`src/rtl/cond_if.sv`:
```
// Decode-to-execute control bus for the conditional-execution unit.
// The master side is the decoder/hazard logic; the slave side is cond_unit.
interface cond_if #(
    parameter int CNT_W = 16
);
    // Decode-stage control fields
    logic             ValidD;
    logic [3:0]       CondD;
    logic             PCSD;
    logic             RegWD;
    logic             MemWD;
    logic [1:0]       FlagWD;

    // Pipeline control and same-cycle ALU result flags
    logic             Stall;
    logic             Flush;
    logic [3:0]       ALUFlags;

    // Gated execute-stage results
    logic             PCSrc;
    logic             RegWrite;
    logic             MemWrite;
    logic             CondEx;
    logic [3:0]       Flags;
    logic [CNT_W-1:0] ExecCount;
    logic [CNT_W-1:0] SkipCount;

    modport master (
        output ValidD, CondD, PCSD, RegWD, MemWD, FlagWD,
        output Stall, Flush, ALUFlags,
        input  PCSrc, RegWrite, MemWrite, CondEx, Flags, ExecCount, SkipCount
    );

    modport slave (
        input  ValidD, CondD, PCSD, RegWD, MemWD, FlagWD,
        input  Stall, Flush, ALUFlags,
        output PCSrc, RegWrite, MemWrite, CondEx, Flags, ExecCount, SkipCount
    );
endinterface

```
`src/rtl/cond_unit.sv`:
```
// Execute-stage conditional-execution unit: D/E pipeline register for the
// decoder control fields, architectural NZCV register, ARM condition check,
// write-enable gating, branch-shadow kill and debug execute/skip counters.
module cond_unit #(
    parameter int         CNT_W       = 16,
    parameter logic [3:0] RESET_FLAGS = 4'b0000
) (
    input  logic  clk,
    input  logic  reset,
    cond_if.slave bus
);
    // ARM condition field encodings
    localparam logic [3:0] C_EQ = 4'b0000;
    localparam logic [3:0] C_NE = 4'b0001;
    localparam logic [3:0] C_CS = 4'b0010;
    localparam logic [3:0] C_CC = 4'b0011;
    localparam logic [3:0] C_MI = 4'b0100;
    localparam logic [3:0] C_PL = 4'b0101;
    localparam logic [3:0] C_VS = 4'b0110;
    localparam logic [3:0] C_VC = 4'b0111;
    localparam logic [3:0] C_HI = 4'b1000;
    localparam logic [3:0] C_LS = 4'b1001;
    localparam logic [3:0] C_GE = 4'b1010;
    localparam logic [3:0] C_LT = 4'b1011;
    localparam logic [3:0] C_GT = 4'b1100;
    localparam logic [3:0] C_LE = 4'b1101;
    localparam logic [3:0] C_AL = 4'b1110;

    localparam logic [CNT_W-1:0] CNT_MAX = '1;

    // E-stage register fields
    logic             valid_q, valid_d;
    logic [3:0]       cond_q,  cond_d;
    logic             pcs_q,   pcs_d;
    logic             regw_q,  regw_d;
    logic             memw_q,  memw_d;
    logic [1:0]       flagw_q, flagw_d;

    // Architectural state
    logic [3:0]       flags_q, flags_d;
    logic [CNT_W-1:0] exec_q,  exec_d;
    logic [CNT_W-1:0] skip_q,  skip_d;

    logic             flag_n, flag_z, flag_c, flag_v;
    logic             cond_pass;
    logic             cond_ex;
    logic             pcsrc;
    logic             commit;

    assign {flag_n, flag_z, flag_c, flag_v} = flags_q;

    // Condition check against committed flags only; ALUFlags of the
    // instruction in E must never influence its own predicate.
    always_comb begin
        cond_pass = 1'b0;
        unique case (cond_q)
            C_EQ:    cond_pass = flag_z;
            C_NE:    cond_pass = ~flag_z;
            C_CS:    cond_pass = flag_c;
            C_CC:    cond_pass = ~flag_c;
            C_MI:    cond_pass = flag_n;
            C_PL:    cond_pass = ~flag_n;
            C_VS:    cond_pass = flag_v;
            C_VC:    cond_pass = ~flag_v;
            C_HI:    cond_pass = flag_c & ~flag_z;
            C_LS:    cond_pass = ~flag_c | flag_z;
            C_GE:    cond_pass = (flag_n == flag_v);
            C_LT:    cond_pass = (flag_n != flag_v);
            C_GT:    cond_pass = ~flag_z & (flag_n == flag_v);
            C_LE:    cond_pass = flag_z | (flag_n != flag_v);
            C_AL:    cond_pass = 1'b1;
            default: cond_pass = 1'b0;  // 1111: never
        endcase
    end

    assign cond_ex = valid_q & cond_pass;
    // An instruction only takes architectural effect on a non-stalled cycle
    assign commit  = cond_ex & ~bus.Stall;
    assign pcsrc   = commit & pcs_q;

    assign bus.CondEx    = cond_ex;
    assign bus.PCSrc     = pcsrc;
    assign bus.RegWrite  = commit & regw_q;
    assign bus.MemWrite  = commit & memw_q;
    assign bus.Flags     = flags_q;
    assign bus.ExecCount = exec_q;
    assign bus.SkipCount = skip_q;

    // E-register next state: flush beats stall beats branch-shadow kill
    always_comb begin
        valid_d = valid_q;
        cond_d  = cond_q;
        pcs_d   = pcs_q;
        regw_d  = regw_q;
        memw_d  = memw_q;
        flagw_d = flagw_q;
        if (bus.Flush) begin
            valid_d = 1'b0;
        end else if (bus.Stall) begin
            valid_d = valid_q;
        end else if (pcsrc) begin
            // taken branch: the instruction currently in decode is dead
            valid_d = 1'b0;
        end else begin
            valid_d = bus.ValidD;
            cond_d  = bus.CondD;
            pcs_d   = bus.PCSD;
            regw_d  = bus.RegWD;
            memw_d  = bus.MemWD;
            flagw_d = bus.FlagWD;
        end
    end

    // Flag update: each half written independently, only by a passing,
    // non-stalled instruction
    always_comb begin
        flags_d = flags_q;
        if (commit) begin
            if (flagw_q[1]) flags_d[3:2] = bus.ALUFlags[3:2];
            if (flagw_q[0]) flags_d[1:0] = bus.ALUFlags[1:0];
        end
    end

    // Debug counters: every valid non-stalled E instruction lands in
    // exactly one of them; both stick at all-ones
    always_comb begin
        exec_d = exec_q;
        skip_d = skip_q;
        if (valid_q && !bus.Stall) begin
            if (cond_ex) begin
                if (exec_q != CNT_MAX) exec_d = exec_q + 1'b1;
            end else begin
                if (skip_q != CNT_MAX) skip_d = skip_q + 1'b1;
            end
        end
    end

    // D/E pipeline register
    always_ff @(posedge clk) begin
        if (reset) begin
            valid_q <= 1'b0;
            cond_q  <= 4'b0000;
            pcs_q   <= 1'b0;
            regw_q  <= 1'b0;
            memw_q  <= 1'b0;
            flagw_q <= 2'b00;
        end else begin
            valid_q <= valid_d;
            cond_q  <= cond_d;
            pcs_q   <= pcs_d;
            regw_q  <= regw_d;
            memw_q  <= memw_d;
            flagw_q <= flagw_d;
        end
    end

    // Architectural flags and counters
    always_ff @(posedge clk) begin
        if (reset) begin
            flags_q <= RESET_FLAGS;
            exec_q  <= '0;
            skip_q  <= '0;
        end else begin
            flags_q <= flags_d;
            exec_q  <= exec_d;
            skip_q  <= skip_d;
        end
    end
endmodule
```
`src/flat_wrapper.sv`:
```
// flat-port wrapper written by rule: the top's interface ports become plain ports
module cond_unit_flat 
#(
    parameter int         CNT_W       = 16,
    parameter logic [3:0] RESET_FLAGS = 4'b0000
)
  (clk, reset, bus_ValidD, bus_CondD, bus_PCSD, bus_RegWD, bus_MemWD, bus_FlagWD, bus_Stall, bus_Flush, bus_ALUFlags, bus_PCSrc, bus_RegWrite, bus_MemWrite, bus_CondEx, bus_Flags, bus_ExecCount, bus_SkipCount);
  cond_if #(.CNT_W(CNT_W)) bus_i ();
  input  logic clk;
  input  logic reset;
  input wire logic [$bits(bus_i.ValidD)-1:0] bus_ValidD;
  input wire logic [$bits(bus_i.CondD)-1:0] bus_CondD;
  input wire logic [$bits(bus_i.PCSD)-1:0] bus_PCSD;
  input wire logic [$bits(bus_i.RegWD)-1:0] bus_RegWD;
  input wire logic [$bits(bus_i.MemWD)-1:0] bus_MemWD;
  input wire logic [$bits(bus_i.FlagWD)-1:0] bus_FlagWD;
  input wire logic [$bits(bus_i.Stall)-1:0] bus_Stall;
  input wire logic [$bits(bus_i.Flush)-1:0] bus_Flush;
  input wire logic [$bits(bus_i.ALUFlags)-1:0] bus_ALUFlags;
  output wire logic [$bits(bus_i.PCSrc)-1:0] bus_PCSrc;
  output wire logic [$bits(bus_i.RegWrite)-1:0] bus_RegWrite;
  output wire logic [$bits(bus_i.MemWrite)-1:0] bus_MemWrite;
  output wire logic [$bits(bus_i.CondEx)-1:0] bus_CondEx;
  output wire logic [$bits(bus_i.Flags)-1:0] bus_Flags;
  output wire logic [$bits(bus_i.ExecCount)-1:0] bus_ExecCount;
  output wire logic [$bits(bus_i.SkipCount)-1:0] bus_SkipCount;
  assign bus_i.ValidD = bus_ValidD;
  assign bus_i.CondD = bus_CondD;
  assign bus_i.PCSD = bus_PCSD;
  assign bus_i.RegWD = bus_RegWD;
  assign bus_i.MemWD = bus_MemWD;
  assign bus_i.FlagWD = bus_FlagWD;
  assign bus_i.Stall = bus_Stall;
  assign bus_i.Flush = bus_Flush;
  assign bus_i.ALUFlags = bus_ALUFlags;
  assign bus_PCSrc = bus_i.PCSrc;
  assign bus_RegWrite = bus_i.RegWrite;
  assign bus_MemWrite = bus_i.MemWrite;
  assign bus_CondEx = bus_i.CondEx;
  assign bus_Flags = bus_i.Flags;
  assign bus_ExecCount = bus_i.ExecCount;
  assign bus_SkipCount = bus_i.SkipCount;
  cond_unit #(.CNT_W(CNT_W), .RESET_FLAGS(RESET_FLAGS)) u_core (.clk(clk), .reset(reset), .bus(bus_i));
endmodule
```
`config.mk`:
```
export PLATFORM = sky130hd
export DESIGN_NAME = cond_unit_flat
export DESIGN_NICKNAME = d
export VERILOG_FILES = /design/src/rtl/cond_if.sv /design/src/rtl/cond_unit.sv /design/src/flat_wrapper.sv
export SDC_FILE = /design/constraint.sdc
export NUM_CORES = 1
export LEC_CHECK = 0
export ABC_AREA = 0
export CAP_MARGIN = 40
export CELL_PAD_IN_SITES_DETAIL_PLACEMENT = 1
export CELL_PAD_IN_SITES_GLOBAL_PLACEMENT = 2
export CORE_MARGIN = 2
export CORE_UTILIZATION = 32
export DETAILED_ROUTE_END_ITERATION = 8
export PLACE_DENSITY = 0.95
export SLEW_MARGIN = 10
export SYNTH_ARGS = -nofsm -noshare
export SYNTH_HDL_FRONTEND = slang
export SYNTH_SLANG_ARGS = --single-unit
```
`constraint.sdc`:
```
create_clock -name clk -period 4.5 [get_ports clk]
set_clock_uncertainty 0.05 [all_clocks]
set_input_delay 1.125 -clock clk [delete_from_list [all_inputs] [get_ports clk]]
set_output_delay 1.125 -clock clk [all_outputs]
set_load 0.1 [all_outputs]
```
==> reports/qor.yml <==
global_routing:
  antenna_found_initial: 0
  grt_start_max_net_pins: 36
  grt_pass1_vias: 2519
  gr-total-overflow: 0
  grt_first_pass_wirelength_um: 12330
  grt.total_usage: 0.1768
sta:
  tightest_slew_ps: 816.0
  final.setup.tns_ps: 0
  hold_viol: 0
  finalSetupViolations: 0
  max-slew-margin-rel: 0.4524
  period_minus_slack_ps: 3597
  finalMaxSlewViolations: 0
  fmax_mhz: 278.0
  period_share: 0.7994
  grt_setup_unrepaired: "false"
  holdWs_ps: 431.2
placed_design:
  placed_area_um2: 3755
  gp_congestion: 0.8135
  io_buffers: 57
  post-dp-hpwl_um: 5410
synth:
  synth_edf_count: 0
  syn-cell-area_um2: 2511
  ys.flop_type: "dfxtp_1"
  synth_top_cell_area_share: 0.3667
  async_reset_ff_frac: 0
  yosys_register_bits: 46
  synthTopCellsByArea: "dfxtp_1, mux2i_1, nand2b_1, nor2_1, xnor2_1"
  syn-num-nets: 304
  synth-seq-area-share: 0.3667
  yosysTopAreaCell: "dfxtp_1"
  synth_area_per_cell_um2: 8.842
  yosys_warnings: 0
  synth_cells: 284
  yosysUniqueCellTypes: 53
cells_and_area:
  drive_gt1_frac: 0.1850
  layout_commonest_cell: "clkdlybuf4s50_1"
  antennaDiodeCount: 0
  area_growth_pct: 53.86
  fin_area_um2: 3864
  most-common-layout-cells: "clkdlybuf4s50_1, dfxtp_1, buf_8"
  nets: 392
  final_core_util: 0.5052
die:
  fp.dieArea_um2: 8572
  start_util: 0.3284
  pin_count: 58
  core_um2: 7647
  placementRows: 32
  die-width_um: 92.59
  die_h_um: 92.59
clock_tree:
  cts-root-buf: "clkbuf_8"
  clock_latency_ps: 310
  numCtsBuffers: 5
  cts_tree: "built"
  cts_setup_buffers: 0
  holdBufCountCts: 0
  clk_path_buf_depth: 2
  ctsResizeCount: 0
  cts_sinks: 46
  htreeDepth: 2
  path_clk_slew_ps: 90
worst_setup_path:
  worstRegToRegCells: 6
  cp_max_fo: 5
  critPathKind: "in2out"
  r2r-end: "u_core.bus.SkipCount[5]"
  setup.worst_path.start_class: "input pin"
  required_ps: 3320
  timing.critical_path.to: "bus_RegWrite"
  setup.worst_path.start: "bus_Stall"
  crit_arrival_ps: 2420
  r2r_setup_slack_ps: 1910
  r2r-start: "u_core.cond_q[3]"
  crit_path_end_kind: "primary output"
drt:
  vias_per_cell: 5.177
  drtIter0Drc: 56
  drt_pass1_iterations: 4
  drcViolationCount: 0
  dr_total_vias: 2459
  wl_per_cell_um: 15.35
  ant_nets: 0
  drt_wl_total_um: 7292
run:
  maxCapViolCount: 0
pwr:
  combPwrFrac: 0.074
  power_leakage_nw: 1.388
  p_int_mw: 0.6051
  clockPowerShare: 0.398
  total_power_mw: 0.7935
  switchingPower_mw: 0.1884
  p_seq_frac: 0.528
  irDropWorstVdd_uv: 137.8
  swShare: 0.2375
  p_per_area_nw_per_um2: 205.4
worst_hold_path:
  min_path_type: "reg2reg"
  hold_path.startpoint: "u_core.flagw_q[1]"
outcome:
  run_status: "completed"
metal layers:
| layer | vias up | routed length, um | global-route usage |
|---|---|---|---|
| met4 | 0 | 89 | 0.04229 |
| met3 | 7 | 202 | 0.03336 |
| met1 | 1215 | 3313 | 0.2170 |
| li1 | 1201 | - | - |
| met2 | 36 | 3687 | 0.3181 |
| met5 | - | 0 | 0 |
synthesized netlist by cell type (3+ instances only):
cell / count
nor4_1: 5
and2_1: 3
mux2i_1: 18
buf_4: 3
nor2_1: 27
a21oi_1: 14
and3_1: 7
nand3_1: 15
xnor2_1: 11
clkbuf_1: 6
nand2b_1: 18
o21ai_0: 11
and4_1: 4
nor2b_1: 7
buf_2: 5
inv_1: 7
nand4_1: 7
mux2_2: 4
nand2_1: 10
or3_1: 11
nor3_1: 5
dfxtp_1: 46
logic make-up (layout without fill, tap and decap cells):
group	count (synthesis)	in the layout	synth area share
xor+xnor	12	12	0.04185
fa+ha+maj	2	2	0.009964
buf+inv	21	110	0.03836
simple gates	137	137	0.3254
flops	46	46	0.3667
mux	24	24	0.1031
compound gates	42	42	0.1146
registers in the layout, indices dropped and copies added, names as in the netlist:
signal and cells:
u_core.bus.ExecCount 16, u_core.bus.SkipCount 16, u_core.bus.Flags 4, u_core.cond_q 4, u_core.flagw_q 2, u_core.memw_q 1, u_core.pcs_q 1, u_core.regw_q 1
u_core.valid_q 1
layout make-up:
type                       count  area (um2)
timing repair buffer          95        1181
clock buffer                   5       68.82
clock inverter                 3       40.04
multi-input combinational    217        1499
inverter                       7       26.28
sequential                    46       920.9
tap                          102       127.6
fill                         849        3784
power groups by stage:
stage,logic [mW],clock network [mW],registers (mW)
final,0.0589,0.316,0.419
after global routing,0.0640,0.340,0.420
after CTS,0.0596,0.320,0.419
after detailed placement,0.0592,0,0.428
after global placement,0.0539,0,0.428
after floorplan,0.0353,0,0.425
critical path, cell delays in order:
cell             delay (ps)
clkdlybuf4s50_1         480
inv_1                   100
nand3_1                 170
nor2_1                  160
and2_1                  200
buf_12                  190
worst min-delay path by stage:
stage	end	slack, ps	cells past startpoint
after global routing	u_core.flagw_q[0]	460	2
after floorplan	u_core.memw_q	390	2
final	u_core.flagw_q[1]	430	2
after global placement	u_core.memw_q	410	2
after detailed placement	u_core.regw_q	420	2
after CTS	u_core.memw_q	440	2
stage by stage:
step	cells	worst slack, ps
after floorplan	284	64.83
after global placement	430	944.9
after detailed placement	467	907.0
after CTS	475	898.9
after global routing	475	748.0
final	475	902.6
Power figures use the tool's default switching activity.
